==> src/rtl/dc_ipu_shr_pipeline_ctrl_pkg.sv <==
// Shared types and defaults for the IPU skid-buffered pipeline controller.
package dc_ipu_shr_pipe_pkg;

    localparam int NUM_STAGES_DEF = 2;
    localparam int CNT_W_DEF      = 32;

    typedef enum logic [1:0] {
        ST_EMPTY = 2'd0,
        ST_BUSY  = 2'd1,
        ST_FULL  = 2'd2
    } stage_st_t;

endpackage

==> src/rtl/dc_ipu_shr_pipeline_ctrl_if.sv <==
// Handshake and strobe bundle of the pipeline controller.
// master = producer/consumer/datapath side, slave = the controller.
interface dc_ipu_shr_pipeline_ctrl_if #(
    parameter int NUM_STAGES = dc_ipu_shr_pipe_pkg::NUM_STAGES_DEF
);
    logic                  flush;
    logic                  in_valid;
    logic                  in_ready;
    logic                  out_valid;
    logic                  out_ready;
    logic [NUM_STAGES-1:0] buf_main_en;
    logic [NUM_STAGES-1:0] buf_side_en;
    logic [NUM_STAGES-1:0] buf_restore;
    logic [NUM_STAGES-1:0] stage_valid;
    logic                  busy;

    modport master (
        output flush, in_valid, out_ready,
        input  in_ready, out_valid, buf_main_en, buf_side_en, buf_restore,
               stage_valid, busy
    );

    modport slave (
        input  flush, in_valid, out_ready,
        output in_ready, out_valid, buf_main_en, buf_side_en, buf_restore,
               stage_valid, busy
    );
endinterface

==> src/rtl/dc_ipu_shr_pipeline_ctrl_stage.sv <==
// One skid-buffer stage controller: EMPTY/BUSY/FULL state, ready/valid decode
// from registered state only, main/side/restore strobes for the datapath.
module dc_ipu_shr_pipeline_stage_ctrl
    import dc_ipu_shr_pipe_pkg::*;
(
    input  logic clk,
    input  logic nreset,
    input  logic flush,
    input  logic s_valid,
    output logic s_ready,
    output logic d_valid,
    input  logic d_ready,
    output logic main_en,
    output logic side_en,
    output logic restore
);

    stage_st_t st, st_nxt;

    assign s_ready = (st != ST_FULL);
    assign d_valid = (st != ST_EMPTY);

    // Strobes are masked while nreset is low so the datapath never loads in reset.
    always_comb begin
        st_nxt  = st;
        main_en = 1'b0;
        side_en = 1'b0;
        restore = 1'b0;
        if (flush) begin
            st_nxt = ST_EMPTY;
        end else if (nreset) begin
            case (st)
                ST_EMPTY: begin
                    if (s_valid) begin
                        main_en = 1'b1;
                        st_nxt  = ST_BUSY;
                    end
                end
                ST_BUSY: begin
                    if (s_valid && d_ready) begin
                        main_en = 1'b1;
                    end else if (s_valid) begin
                        side_en = 1'b1;
                        st_nxt  = ST_FULL;
                    end else if (d_ready) begin
                        st_nxt  = ST_EMPTY;
                    end
                end
                ST_FULL: begin
                    if (d_ready) begin
                        main_en = 1'b1;
                        restore = 1'b1;
                        st_nxt  = ST_BUSY;
                    end
                end
                default: st_nxt = ST_EMPTY;
            endcase
        end
    end

    always_ff @(posedge clk or negedge nreset) begin
        if (!nreset) st <= ST_EMPTY;
        else         st <= st_nxt;
    end

endmodule

==> src/rtl/dc_ipu_shr_pipeline_ctrl.sv <==
// Valid/ready controller for a chain of NUM_STAGES skid-buffered stages.
// Optional DC_IPU_SHR_PIPE_PERF_EN adds xfer_cnt/stall_cnt output counters.
module dc_ipu_shr_pipeline_ctrl
    import dc_ipu_shr_pipe_pkg::*;
#(
    parameter int NUM_STAGES = NUM_STAGES_DEF
`ifdef DC_IPU_SHR_PIPE_PERF_EN
   ,parameter int CNT_W      = CNT_W_DEF
`endif
)(
    input  logic                    clk,
    input  logic                    nreset,
    dc_ipu_shr_pipeline_ctrl_if.slave bus
`ifdef DC_IPU_SHR_PIPE_PERF_EN
   ,output logic [CNT_W-1:0]        xfer_cnt,
    output logic [CNT_W-1:0]        stall_cnt
`endif
);

    // Index i is the boundary feeding stage i; index NUM_STAGES is the output port.
    logic [NUM_STAGES:0]   v_chain;
    logic [NUM_STAGES:0]   r_chain;
    logic [NUM_STAGES-1:0] main_en;
    logic [NUM_STAGES-1:0] side_en;
    logic [NUM_STAGES-1:0] restore;

    assign v_chain[0]          = bus.in_valid;
    assign r_chain[NUM_STAGES] = bus.out_ready;

    for (genvar i = 0; i < NUM_STAGES; i++) begin : g_stage
        dc_ipu_shr_pipeline_stage_ctrl u_stage (
            .clk     (clk),
            .nreset  (nreset),
            .flush   (bus.flush),
            .s_valid (v_chain[i]),
            .s_ready (r_chain[i]),
            .d_valid (v_chain[i+1]),
            .d_ready (r_chain[i+1]),
            .main_en (main_en[i]),
            .side_en (side_en[i]),
            .restore (restore[i])
        );
    end

    assign bus.in_ready    = r_chain[0];
    assign bus.out_valid   = v_chain[NUM_STAGES];
    assign bus.buf_main_en = main_en;
    assign bus.buf_side_en = side_en;
    assign bus.buf_restore = restore;
    assign bus.stage_valid = v_chain[NUM_STAGES:1];
    assign bus.busy        = |v_chain[NUM_STAGES:1];

`ifdef DC_IPU_SHR_PIPE_PERF_EN
    always_ff @(posedge clk or negedge nreset) begin
        if (!nreset) begin
            xfer_cnt  <= '0;
            stall_cnt <= '0;
        end else if (bus.flush) begin
            xfer_cnt  <= '0;
            stall_cnt <= '0;
        end else begin
            if (bus.out_valid && bus.out_ready)  xfer_cnt  <= xfer_cnt + 1'b1;
            if (bus.out_valid && !bus.out_ready) stall_cnt <= stall_cnt + 1'b1;
        end
    end
`endif

endmodule

==> src/flat_wrapper.sv <==
// flat-port wrapper written by rule: the top's interface ports become plain ports
module dc_ipu_shr_pipeline_ctrl_flat import dc_ipu_shr_pipe_pkg::*;
#(
    parameter int NUM_STAGES = NUM_STAGES_DEF

)
  (clk, nreset, bus_flush, bus_in_valid, bus_out_ready, bus_in_ready, bus_out_valid, bus_buf_main_en, bus_buf_side_en, bus_buf_restore, bus_stage_valid, bus_busy);
  dc_ipu_shr_pipeline_ctrl_if #(.NUM_STAGES(NUM_STAGES)) bus_i ();
  input  logic clk;
  input  logic nreset;
  input wire logic [$bits(bus_i.flush)-1:0] bus_flush;
  input wire logic [$bits(bus_i.in_valid)-1:0] bus_in_valid;
  input wire logic [$bits(bus_i.out_ready)-1:0] bus_out_ready;
  output wire logic [$bits(bus_i.in_ready)-1:0] bus_in_ready;
  output wire logic [$bits(bus_i.out_valid)-1:0] bus_out_valid;
  output wire logic [$bits(bus_i.buf_main_en)-1:0] bus_buf_main_en;
  output wire logic [$bits(bus_i.buf_side_en)-1:0] bus_buf_side_en;
  output wire logic [$bits(bus_i.buf_restore)-1:0] bus_buf_restore;
  output wire logic [$bits(bus_i.stage_valid)-1:0] bus_stage_valid;
  output wire logic [$bits(bus_i.busy)-1:0] bus_busy;
  assign bus_i.flush = bus_flush;
  assign bus_i.in_valid = bus_in_valid;
  assign bus_i.out_ready = bus_out_ready;
  assign bus_in_ready = bus_i.in_ready;
  assign bus_out_valid = bus_i.out_valid;
  assign bus_buf_main_en = bus_i.buf_main_en;
  assign bus_buf_side_en = bus_i.buf_side_en;
  assign bus_buf_restore = bus_i.buf_restore;
  assign bus_stage_valid = bus_i.stage_valid;
  assign bus_busy = bus_i.busy;
  dc_ipu_shr_pipeline_ctrl #(.NUM_STAGES(NUM_STAGES)) u_core (.clk(clk), .nreset(nreset), .bus(bus_i));
endmodule
==> config.mk <==
export PLATFORM = sky130hd
export DESIGN_NAME = dc_ipu_shr_pipeline_ctrl_flat
export DESIGN_NICKNAME = d
export VERILOG_FILES = /design/src/rtl/dc_ipu_shr_pipeline_ctrl_pkg.sv /design/src/rtl/dc_ipu_shr_pipeline_ctrl_if.sv /design/src/rtl/dc_ipu_shr_pipeline_ctrl_stage.sv /design/src/rtl/dc_ipu_shr_pipeline_ctrl.sv /design/src/flat_wrapper.sv
export SDC_FILE = /design/constraint.sdc
export NUM_CORES = 1
export LEC_CHECK = 0
export BUFFER_PORTS_ARGS = -buffer_cell sky130_fd_sc_hd__buf_2
export CAP_MARGIN = 40
export CELL_PAD_IN_SITES_DETAIL_PLACEMENT = 1
export CELL_PAD_IN_SITES_GLOBAL_PLACEMENT = 2
export CORE_ASPECT_RATIO = 1.2
export CORE_MARGIN = 8
export CORE_UTILIZATION = 20
export CTS_CLUSTER_DIAMETER = 80
export DETAILED_ROUTE_END_ITERATION = 12
export GPL_ROUTABILITY_DRIVEN = 0
export PLACE_DENSITY = 0.79
export SLEW_MARGIN = 20
export SYNTH_ARGS = -nofsm -noshare
export SYNTH_HDL_FRONTEND = slang
export SYNTH_HIERARCHICAL = 1
export SYNTH_SLANG_ARGS = --single-unit
==> constraint.sdc <==
create_clock -name clk -period 1.3 [get_ports clk]
set_clock_uncertainty 0.05 [all_clocks]
set_input_delay 0.065 -clock clk [delete_from_list [all_inputs] [get_ports clk]]
set_output_delay 0.065 -clock clk [all_outputs]
set_load 0.02 [all_outputs]
---- Word level (Yosys, flattened, before mapping) ----
Index checks and enable logic that the tools add are counted.
operators by class
  muxes and demuxes ....................... 42
  multipliers ............................. 0
  $lt $le $gt $ge ......................... 0
  bitwise operators ....................... 0
  divide/modulo/power cells ............... 0
  equal/unequal tests ..................... 14
  shifts and indexed selects .............. 0
  $add $sub $neg .......................... 0
  reduce and logical (&&, ||, !) cells .... 10
operator list
  kind                number
  $mux 2              14
  $mux 1              24
  $ne 3x3->1 const B  6
  $pmux 2 s3          2
  $reduce_and 5->1    2
  $ne 4x4->1 const B  2
  $pmux 1 s3          2
  $reduce_bool 2->1   3
  $eq 2x1->1 const B  2
  $eq 2x2->1 const B  2
  $logic_not 2->1     2
  $ne 2x2->1 const B  2
  $logic_and 1x1->1   2
  $reduce_or 2->1     1
word-level totals
  word-level logic and storage cells ...... 68
  bits in registers ....................... 4
  latch bits .............................. 0
  memory bits (writable) .................. 0
  memory bits (read-only) ................. 0
  output and inout bits ................... 11
  memories kept ........................... 0
  bits of input ports ..................... 5

---- Longest topological paths before layout ----
  depth after elaboration ................. 7
  depth in mapped cells ................... 4
  gate-level depth less buffers ........... 4

---- Hierarchy ----
Netlist, hierarchy kept.
by module, submodules not included
  module                          cells an instance  instances  seq. area each (µm²)  area each (µm²)
  dc_ipu_shr_pipeline_stage_ctrl  21                 2          50.0                  170.2
  dc_ipu_shr_pipeline_ctrl        2                  1          0.0                   13.8

---- Worst setup path after synthesis ----
No wires, ideal clock.
  path kind ............................... register to register
  start ................................... register u_core.g_stage[0].u_stage.st[1]
  end ..................................... register u_core.g_stage[1].u_stage.st[0]
  clock period less this slack ............ 1,512 ps
  cell stages (with the launch flop) ...... 5
  data required time ...................... 1,149 ps
  arrival ................................. 1,361 ps
  setup slack ............................. -212 ps
  library setup time ...................... 101 ps
  path buffers ............................ 0
  cell sequence ........................... dfrtp_1 -> or2_2 -> xor2_1 -> o211a_1 -> nor4_1
between the ends
  word-level cells in the longest chain between the ends .. 6
  elaborated cells between the ends (all ways) .. 11
  those cells by class .................... eq/ne: 3; mux: 5; reduce/logical: 3
RTL lines
  item                          line                                  source
  start, declared               dc_ipu_shr_pipeline_ctrl_stage.sv:18  stage_st_t st, st_nxt;
  start signal, assigned        dc_ipu_shr_pipeline_ctrl_stage.sv:63  else st <= st_nxt;
  $reduce_bool 2->1 *           dc_ipu_shr_pipeline_ctrl_stage.sv:21  assign d_valid = (st != ST_EMPTY);
  named net bus_stage_valid[0]  flat_wrapper.sv:19                    output wire logic [$bits(bus_i.stage_valid)-1:0] bus_stage_valid;
  $mux 2                        dc_ipu_shr_pipeline_ctrl_stage.sv:42  end else if (s_valid) begin
  $mux 2                        dc_ipu_shr_pipeline_ctrl_stage.sv:40  if (s_valid && d_ready) begin
  $pmux 2 s3                    dc_ipu_shr_pipeline_ctrl_stage.sv:32  case (st)
  $mux 2                        dc_ipu_shr_pipeline_ctrl_stage.sv:31  end else if (nreset) begin
  $mux 2                        dc_ipu_shr_pipeline_ctrl_stage.sv:29  if (flush) begin
  end signal, assigned          dc_ipu_shr_pipeline_ctrl_stage.sv:63
  end, declared                 dc_ipu_shr_pipeline_ctrl_stage.sv:18
Mark *: on every way through the listed nets, which the timed path passes. The rest lies on a longest branch. The select of a mux whose other input is x is not followed.
A chain may end at the register's enable or synchronous reset.

---- Worst setup path in the final report ----
  start ................................... register u_core.g_stage[1].u_stage.st[1]
  end ..................................... output bus_buf_main_en[1]
between the ends
  word-level cells in the longest chain between the ends .. 4
  elaborated cells between the ends (all ways) .. 6
  those cells by class .................... eq/ne: 2; mux: 3; reduce/logical: 1
RTL lines
  item                                      line                                  source
  $eq 2x2->1, or another cell as far along  dc_ipu_shr_pipeline_ctrl_stage.sv:32
  $pmux 1 s3 *                              dc_ipu_shr_pipeline_ctrl_stage.sv:32
  $mux 1 *                                  dc_ipu_shr_pipeline_ctrl_stage.sv:31
  $mux 1 *                                  dc_ipu_shr_pipeline_ctrl_stage.sv:29
  end, declared                             flat_wrapper.sv:16                    output wire logic [$bits(bus_i.buf_main_en)-1:0] bus_buf_main_en;
Mark *: on every way between the ends. The rest lies on a longest branch, timed or not.

==> flow_summary.ini <==
[layout]
multiInputGateArea_um2 = 329
regMostFlops = u_core/g_stage.u_stage/st
final_cell_area_um2 = 759
layout_common_cells = buf_4, buf_6, buf_2, nor2_1, and2b_2
num_antenna_cells = 0
synthToLayoutAreaGrowth_pct = 114
largest_reg_flops = 4
fillCellCount = 200
reg.largest.list = u_core/g_stage.u_stage/st (4)
seqCellArea_um2 = 101
nNetsFinal = 86
drive_above_1_share_pct = 69.6

[critical_path]
critPathLaunchType = register
arrival_ns = 1.41
rr_endpoint = u_core/g_stage[1].u_stage/st[0]
critPathRequiredTime_ns = 1.19
rr_worst_depth = 5
endpoint_kind = output pin
crit_type = reg2out
startpoint = u_core/g_stage[1].u_stage/st[1]
regToRegStartpoint = u_core/g_stage[0].u_stage/st[1]
path_max_fanout = 4
crit_end = bus_buf_main_en[1]
r2r_setup_slack_ns = -0.14

[grt]
grt_pass1_vias = 479
grt_busiest_layer = met2
grt_pass1_wl_um = 2060
grt_max_degree = 12
met1_usage_pct = 8.15
met2_usage_pct = 15.2
antenna_found_initial = 0
grt_util_met3_pct = 1.67
globalRouteOverflowTotal = 0
grt_use_total_pct = 8.31

[floorplanning]
chipWidth_um = 54.4
ios = 16
coreArea_um2 = 1640
initial_core_util_pct = 21.6
dieHeight_um = 62.1
fp.dieArea_um2 = 3380
rows = 16

[synthesis]
synth-edff-count = 0
syn_area_per_cell_um2 = 8.05
synth_top_area_share_pct = 28.3
syn-cell-area_um2 = 354
ys_seq_area_share_pct = 28.3
ys_ff_latch = 4
ys_types = 16
post-synth-top-area-cell = dfrtp_1
synth_area_leaders = dfrtp_1, nand2b_1, and2b_2
synthCells = 44
async_flop_share_pct = 100
synthFlopType = dfrtp_1
syn-num-nets = 49
yosysWarningCount = 6

[detailed_routing]
drt_first_pass_iters = 4
detail-route-antenna-nets = 0
drt-initial-drc-count = 5
vias = 474
wire_per_inst_um = 16.1
routed_wl_um = 1560
drc = 0
via_per_inst = 4.89

[place]
dpl_worst_slack_ns = -0.0911
numPortBuffers = 15
postPlaceCellArea_um2 = 503
hpwlAfterDp_um = 848

[clocking]
clk_pin_slew_ns = 0.04
cts_tree = built
htree_levels = 1
root_buffer = clkbuf_4
cts_buffers = 3
clockBufferDepth = 2
insertion_delay_ns = 0.23
cts_sinks = 4

[outcome]
violations = negative setup slack
status = finished, violations left

[timing]
fmax_ghz = 0.654
tightest_slew_ns = 0.255
rsz0062_at_grt = true
finalSetupTns_ns = -1.81
post-route-period-util_pct = 118
hold_viol = 0
timing.final.ws_setup_ns = -0.229
finalMaxSlewViolations = 0
slew_headroom_pct = 82.9
setup_viol = 13
min_period_ns = 1.53

[run]
maxCapViolations = 0

[pwr]
total_leakage_power_uw = 0.000364
ir_worst_vdd_uv = 233
power_density_nw_per_um2 = 551
total_power_uw = 418

[worst_hold_path]
hold_path_class = in2reg
## per-layer routing
layer,wire length [µm],vias to the layer above
met4,6,0
met5,0,-
met2,876,11
li1,-,227
met1,580,234
met3,96,2
## power breakdown
| part | internal, µW | total [µW] | switching, µW |
|---|---|---|---|
| clock network | 103 | 152 | 48.6 |
| logic | 66.0 | 136 | 69.7 |
| registers | 128 | 131 | 2.40 |
| total | 298 | 418 | 121 |
## logic make-up (layout without fill, tap and decap cells)
group / Yosys count / count (layout) / synth area share, %
xor+xnor: 2 / 2 / 4.95
flops: 4 / 4 / 28.3
simple gates: 27 / 27 / 44.2
compound gates: 10 / 10 / 20.5
buf+inv: 1 / 36 / 2.12
## cells in the mapped netlist (4+ instances only)
cell type	number
dfrtp_1	4
and2b_2	4
nand2b_1	6
nor2_1	8
## stage by stage
stage,utilization (%),cells,hold WS (ns)
floorplan,-,44,-0.281
global placement,30.6,82,-0.107
detailed placement,30.6,82,-0.105
CTS,40.5,93,0.0404
global route,46.3,97,0.0581
finish,46.3,97,0.0477
## worst max-delay path, stage by stage, from the launching register on
cell and delay (ns):
dfrtp_2 0.43, buf_6 0.13, and2b_2 0.25, nand2b_4 0.06, a21oi_2 0.16, buf_6 0.14
## worst min path at each step
| stage | depth (start not counted) | to | slack [ns] | startpoint |
|---|---|---|---|---|
| finish | 2 | u_core/g_stage[0].u_stage/st[1] | 0.05 | bus_flush |
| global route | 2 | u_core/g_stage[0].u_stage/st[1] | 0.06 | bus_flush |
| CTS | 2 | u_core/g_stage[0].u_stage/st[0] | 0.04 | bus_flush |
| detailed placement | 1 | u_core/g_stage[1].u_stage/st[1] | -0.11 | nreset |
| global placement | 1 | u_core/g_stage[1].u_stage/st[1] | -0.11 | nreset |
| floorplan | 0 | u_core/g_stage[0].u_stage/st[0] | -0.28 | nreset |
## cell type report
type / instances / area share, %
flip-flops and latches: 4 / 13.3
well taps: 18 / 2.97
clock buffers: 3 / 2.97
multi-input cells: 39 / 43.3
repair buffers: 33 / 37.4
## repair_timing
action | in CTS | in global routing
endpoints found under the hold margin | 4 | 0
resized for setup | 22 | 14
pin swaps | 10 | 7
buffers inserted | 7 | 4
hold buffers | 1 | 0
endpoints found under the setup margin | 12 | 13
Note: power is estimated with default switching activity, not from simulation.
